`src/rtl/fwd_pkg.sv`:
```
// rtl/fwd_pkg.sv - shared types and constants for the forwarding/hazard unit
//   sb_entry_t : one scoreboard entry {valid, rd, is_load}
//   *_LSB      : bit positions of the register fields in the instruction word
//   FWD_NONE   : forward-select value meaning "use the register file"
package fwd_pkg;

    typedef struct packed {
        logic       valid;
        logic [4:0] rd;
        logic       is_load;
    } sb_entry_t;

    localparam int RD_LSB   = 7;
    localparam int RS1_LSB  = 15;
    localparam int RS2_LSB  = 20;
    localparam int RS3_LSB  = 27;
    localparam int FWD_NONE = 0;

    // Instruction-word LSB of source operand number idx (0 = rs1, 1 = rs2, 2 = rs3).
    function automatic int src_lsb(input int idx);
        case (idx)
            0:       return RS1_LSB;
            1:       return RS2_LSB;
            default: return RS3_LSB;
        endcase
    endfunction

endpackage

```
`src/rtl/fwd_match.sv`:
```
// rtl/fwd_match.sv - per-source scoreboard comparator and youngest-first priority encoder
//   src_used : operand is actually read by the EX instruction
//   src_reg  : source register number
//   entries  : scoreboard, index 0 = MEM (youngest producer)
//   hit      : some valid, non-x0 entry writes src_reg
//   index    : stage index of the youngest matching entry
//   is_load  : that entry is a load
module fwd_match
    import fwd_pkg::*;
#(
    parameter int FWD_DEPTH = 2,
    parameter int IDXW      = 2
) (
    input  logic                        src_used,
    input  logic [4:0]                  src_reg,
    input  sb_entry_t [FWD_DEPTH-1:0]   entries,
    output logic                        hit,
    output logic [IDXW-1:0]             index,
    output logic                        is_load
);

    // Scan oldest to youngest so the youngest match is the last one written.
    always_comb begin
        hit     = 1'b0;
        index   = '0;
        is_load = 1'b0;
        for (int k = FWD_DEPTH - 1; k >= 0; k--) begin
            if (src_used && entries[k].valid && (entries[k].rd != 5'd0) &&
                (entries[k].rd == src_reg)) begin
                hit     = 1'b1;
                index   = IDXW'(k);
                is_load = entries[k].is_load;
            end
        end
    end

endmodule

```
`src/rtl/fwd_hazard_unit.sv`:
```
// rtl/fwd_hazard_unit.sv - EX-stage operand forwarding select and load-use stall generation
//   i_clk, i_rst_n        : clock, asynchronous active-low reset
//   i_ex_valid/inst       : EX instruction and its word (rd, rs1, rs2, rs3 fields)
//   i_ex_src_used         : per-source "operand is read" mask
//   i_ex_rd_wren/is_load  : EX instruction writes rd / is a load
//   i_flush, i_hold       : kill EX instruction / freeze back-end
//   o_fwd_sel             : per-source select, 0 = none, k = forward from stage k-1
//   o_stall               : load-use stall request
//   o_stall_cnt/o_fwd_cnt : event counters, present only with FWD_HAZARD_STATS_EN
module fwd_hazard_unit
    import fwd_pkg::*;
#(
    parameter int  NUM_SRC          = 2,
    parameter int  FWD_DEPTH        = 2,
    parameter int  LOAD_READY_STAGE = 1,
    localparam int SELW             = $clog2(FWD_DEPTH + 1)
) (
    input  logic                          i_clk,
    input  logic                          i_rst_n,
    input  logic                          i_ex_valid,
    input  logic [31:0]                   i_ex_inst,
    input  logic [NUM_SRC-1:0]            i_ex_src_used,
    input  logic                          i_ex_rd_wren,
    input  logic                          i_ex_is_load,
    input  logic                          i_flush,
    input  logic                          i_hold,
    output logic [NUM_SRC-1:0][SELW-1:0]  o_fwd_sel,
    output logic                          o_stall
`ifdef FWD_HAZARD_STATS_EN
    ,
    output logic [31:0]                   o_stall_cnt,
    output logic [31:0]                   o_fwd_cnt
`endif
);

    if (NUM_SRC < 2 || NUM_SRC > 3) begin : g_bad_num_src
        $error("fwd_hazard_unit: NUM_SRC must be 2 or 3");
    end
    if (FWD_DEPTH < 1 || FWD_DEPTH > 6) begin : g_bad_depth
        $error("fwd_hazard_unit: FWD_DEPTH must be 1..6");
    end
    if (LOAD_READY_STAGE < 0 || LOAD_READY_STAGE > FWD_DEPTH - 1) begin : g_bad_ready
        $error("fwd_hazard_unit: LOAD_READY_STAGE must be 0..FWD_DEPTH-1");
    end

    sb_entry_t [FWD_DEPTH-1:0]   sb_q;
    sb_entry_t                   new_entry;
    logic [NUM_SRC-1:0]          src_hit;
    logic [NUM_SRC-1:0]          src_load;
    logic [NUM_SRC-1:0][SELW-1:0] src_idx;
    logic                        stall_cond;
    logic                        capture;

    // Opcode/funct bits never participate in hazard detection.
    logic unused_inst;
    assign unused_inst = ^{i_ex_inst[31:25], i_ex_inst[14:12], i_ex_inst[6:0]};

    for (genvar s = 0; s < NUM_SRC; s++) begin : g_src
        localparam int LSB = src_lsb(s);
        fwd_match #(
            .FWD_DEPTH (FWD_DEPTH),
            .IDXW      (SELW)
        ) u_match (
            .src_used (i_ex_src_used[s]),
            .src_reg  (i_ex_inst[LSB +: 5]),
            .entries  (sb_q),
            .hit      (src_hit[s]),
            .index    (src_idx[s]),
            .is_load  (src_load[s])
        );
    end

    // A load whose winning stage is still younger than the ready stage cannot be forwarded yet.
    always_comb begin
        stall_cond = 1'b0;
        for (int s = 0; s < NUM_SRC; s++) begin
            if (src_hit[s] && src_load[s] && (int'(src_idx[s]) < LOAD_READY_STAGE)) begin
                stall_cond = 1'b1;
            end
        end
    end

    assign o_stall = i_ex_valid & ~i_flush & stall_cond;

    always_comb begin
        o_fwd_sel = '0;
        for (int s = 0; s < NUM_SRC; s++) begin
            if (i_ex_valid && !o_stall && src_hit[s]) begin
                o_fwd_sel[s] = src_idx[s] + SELW'(1);
            end else begin
                o_fwd_sel[s] = SELW'(FWD_NONE);
            end
        end
    end

    // A stalled or flushed instruction enters the scoreboard as a bubble.
    assign capture = i_ex_valid & i_ex_rd_wren & ~o_stall & ~i_flush;

    always_comb begin
        new_entry = '0;
        if (capture) begin
            new_entry.valid   = 1'b1;
            new_entry.rd      = i_ex_inst[RD_LSB +: 5];
            new_entry.is_load = i_ex_is_load;
        end
    end

    always_ff @(posedge i_clk or negedge i_rst_n) begin
        if (!i_rst_n) begin
            sb_q <= '0;
        end else if (!i_hold) begin
            for (int k = FWD_DEPTH - 1; k >= 1; k--) begin
                sb_q[k] <= sb_q[k-1];
            end
            sb_q[0] <= new_entry;
        end
    end

`ifdef FWD_HAZARD_STATS_EN
    logic any_fwd;
    assign any_fwd = |o_fwd_sel;

    always_ff @(posedge i_clk or negedge i_rst_n) begin
        if (!i_rst_n) begin
            o_stall_cnt <= '0;
            o_fwd_cnt   <= '0;
        end else if (!i_hold) begin
            if (o_stall) begin
                o_stall_cnt <= o_stall_cnt + 32'd1;
            end
            if (any_fwd) begin
                o_fwd_cnt <= o_fwd_cnt + 32'd1;
            end
        end
    end
`endif

endmodule

```
`config.mk`:
```
export PLATFORM = sky130hd
export DESIGN_NAME = fwd_hazard_unit
export DESIGN_NICKNAME = d
export VERILOG_FILES = /design/src/rtl/fwd_pkg.sv /design/src/rtl/fwd_match.sv /design/src/rtl/fwd_hazard_unit.sv
export SDC_FILE = /design/constraint.sdc
export NUM_CORES = 1
export LEC_CHECK = 0
export BUFFER_PORTS_ARGS = -buffer_cell sky130_fd_sc_hd__clkbuf_2
export CELL_PAD_IN_SITES_DETAIL_PLACEMENT = 1
export CELL_PAD_IN_SITES_GLOBAL_PLACEMENT = 2
export CORE_MARGIN = 2
export CORE_UTILIZATION = 24
export DETAILED_ROUTE_END_ITERATION = 6
export GPL_ROUTABILITY_DRIVEN = 0
export MAX_ROUTING_LAYER = met4
export PLACE_DENSITY_LB_ADDON = 0.2
export SYNTH_ARGS = -nofsm -noshare
export SYNTH_HDL_FRONTEND = slang
export SYNTH_SLANG_ARGS = --single-unit
```
`constraint.sdc`:
```
create_clock -name i_clk -period 2.2 [get_ports i_clk]
set_clock_uncertainty 0.2 [all_clocks]
set_input_delay 0.33 -clock i_clk [delete_from_list [all_inputs] [get_ports i_clk]]
set_output_delay 0.33 -clock i_clk [all_outputs]
set_load 0.02 [all_outputs]
```
==> impl_results.md <==
* Die area at 0.00392 mm2
* CP Max Fanout at 4
* CTS Buf Count at 3
* Initial antenna violation count at 0
* Synth top area cells: dfrtp_1, xor2_1, mux2_2
* Syn_nets at 126
* Placeable Area at 0.00331 mm2
* Post-synthesis mux area share at 8.19%
* Final wirelength at 2.33 mm
* Clock transition at path regs at 90 ps
* Post-synthesis cell area at 825 um2
* Fill cells at 406
* Total number of vias at 776
* Final Power at 0.527 mW
* Highest Clock Rate at 407 MHz
* Setup-failing EPs final at 6
* Starting density of the core at 24.9%
* Crit share post-route at 112%
* CP Launch Point: sb_q[3]
* CP startpoint kind: register
* Most frequent cells in the layout: clkbuf_2, xor2_1, nand2_1, buf_4, dfrtp_1
* Max FFs per register at 13
* WP data arrival at 1930 ps
* Final Net Count at 173
* R2r setup slk at -30 ps
* Syn Inst Count at 85
* Crit-path cells: or4_4 -> o21a_1 -> nand4b_2 -> a21oi_4 -> nor3_2 -> buf_4
* RSZ-0062 raised after global routing: true
* GRT Resource Usage Total at 13.7%
* Synthesized flop and latch total at 13
* Wire length per cell at 13.1 um
* Max_slew headroom at 70.0%
* CTS tree: yes
* Root Buffer: clkbuf_4
* Via density at 4.38
* Max-cap viol count at 0
* Die height at 62.6 um
* XOR/XNOR Fraction of Synth Area at 21.2%
* Final antenna-violating net count at 0
* Slowest stage delay, CP at 560 ps
* Vias in the first global route at 876
* Hold path depth at 3
* Largest registers: sb_q (13)
* Clk_lat worst skew at 280 ps
* Pre-CTS WS at -164 ps
* Compound-cell area share of the yosys netlist at 10.8%
* Clock H-tree levels at 1
* HP Start: i_ex_inst[9]
* Cell taking the most area after synthesis: dfrtp_1
* Num rows at 21
* Diodes inserted at 0
* Worst slew pin tran at 446 ps
* R2R cell count at 8
* Layout cells sized above 1 at 53.4%
* I/O Pins at 46
* DR DRC count at 0
* Drt initial violations at 14
* Power per cell area at 410 mW/mm2
* WHS Endpoint: sb_q[3]
* Detailed Place HPWL at 1.85 mm
* Yosys top cell area share at 39.5%
* Avg Inst Size Synth at 9.70 um2
* Largest net degree at the start of global routing at 15
* Die Span X at 62.6 um
* Worst VDD drop at 0.000218 V
* Worst Setup Path Type: register to output pin
* Synth-to-layout area growth at 55.8%
* Synth warnings at 0
* CTS max path bufs at 2
* Overflow after GRT at 0
* Lkg Pwr at 0.613 nW
* R2r endpoint: sb_q[6]
* Crit end category: output pin
* CP top delay family: simple AND/OR/NAND/NOR gates
* Most common cell after layout, fill and taps aside: clkbuf_2
* Failing checks: setup timing
* Simple-gate share of the synthesized area at 18.5%
* Post-synthesis sequential area ratio at 39.5%
* WP buf/inv at 1
* Synth unique cells at 20
* TNS Setup at -1200 ps
* Final WS setup at -255 ps
* HP Class: input port to register
* Port bufs at 28
* Largest family of logic cells by synthesized area: XOR/XNOR gates
* Clock period minus worst slack at 2460 ps
* Critical-path top delay cell: or4_4
* 1st-pass router iterations at 4
* Util after Layout at 38.8%
* Hold Violations, Final at 0
* Outcome: complete, but fails checks
* Clk sinks at 13
* First-pass GRT wire length at 4.11 mm
* Largest Register: sb_q
* Worst EP required at 1670 ps
* RR Startpoint: sb_q[3]
* Adder-Cell Fraction of Synth Area at 0%
* Pins over their slew limit at 0
==> worst max path at each step <==
stage                         to  slack (ps)  cells past startpoint
floorplan           o_fwd_sel[1]         -20                      5
global placement    o_fwd_sel[3]        -140                      5
detailed placement  o_fwd_sel[3]        -160                      5
CTS                 o_fwd_sel[3]        -380                      7
global route        o_fwd_sel[3]        -390                      7
finish              o_fwd_sel[3]        -260                      6
==> final cells by class <==
cell class	count	area, um2	area share (%)
clock buffer	3	22.5	1.75
timing repair buffer	45	309	24.1
multi-input combinational	68	559	43.5
clock inverter	1	5.00	0.389
tap	46	57.6	4.48
sequential	13	328	25.5
inverter	1	3.75	0.292
==> worst register-to-register path, cell delays in order, from the launching register on <==
cell,delay [ps]
dfrtp_1,400
or4_4,560
o21a_1,240
nand4b_2,120
a21oi_4,60
buf_4,140
buf_4,120
buf_4,150
o21ai_0,170
==> cells in the mapped netlist, drive strengths merged <==
cell type / n
nand2: 13
o211ai: 1
xnor2: 4
nor2: 2
o2111ai: 2
nand4b: 1
nor4: 4
nor3: 2
inv: 1
nand2b: 1
nand3: 3
dfrtp: 13
mux2: 6
o21ai: 8
o21a: 1
or4: 2
clkbuf: 3
xor2: 16
a21oi: 1
nor4bb: 1
==> per-stage QoR <==
step / hold slack (ps) / cell area [um2] / instances
after global placement: 43.2 / 1100 / 167
after detailed placement: 54.9 / 1100 / 167
after floorplan: -166 / 835 / 85
after global routing: 35.9 / 1280 / 177
after CTS: 55.4 / 1200 / 175
final: 53.4 / 1280 / 177
==> metal layers <==
metal	up-vias	global-route usage, %	routed length, um
li1	393	-	-
met1	359	17.2	1080
met2	20	20.6	1100
met3	4	3.24	100
met4	0	6.94	47
met5	-	-	0
==> repair_timing <==
| item | in CTS | in global routing |
|---|---|---|
| buffers inserted | 3 | 2 |
| gates cloned | 0 | 0 |
| resized for setup | 13 | 25 |
| hold buffers | 1 | 0 |
| pin swaps | 12 | 7 |
| setup endpoints to repair | 5 | 12 |
| hold endpoints to repair | 13 | 0 |
==> power breakdown <==
part	switching [mW]	leakage (nW)	internal [mW]	total, mW
clock network	0.0838	0.0177	0.0673	0.151
logic	0.0538	0.420	0.0596	0.113
registers	0.0131	0.175	0.250	0.263
==> cells by family after synthesis <==
| group | count (synthesis) |
|---|---|
| XOR/XNOR | 20 |
| buffers and inverters | 4 |
| AND/OR/NAND/NOR | 29 |
| multiplexers | 6 |
| flip-flops | 13 |
| AO/OA/AOI/OAI | 13 |
Note: power is estimated with default switching activity, not from simulation.
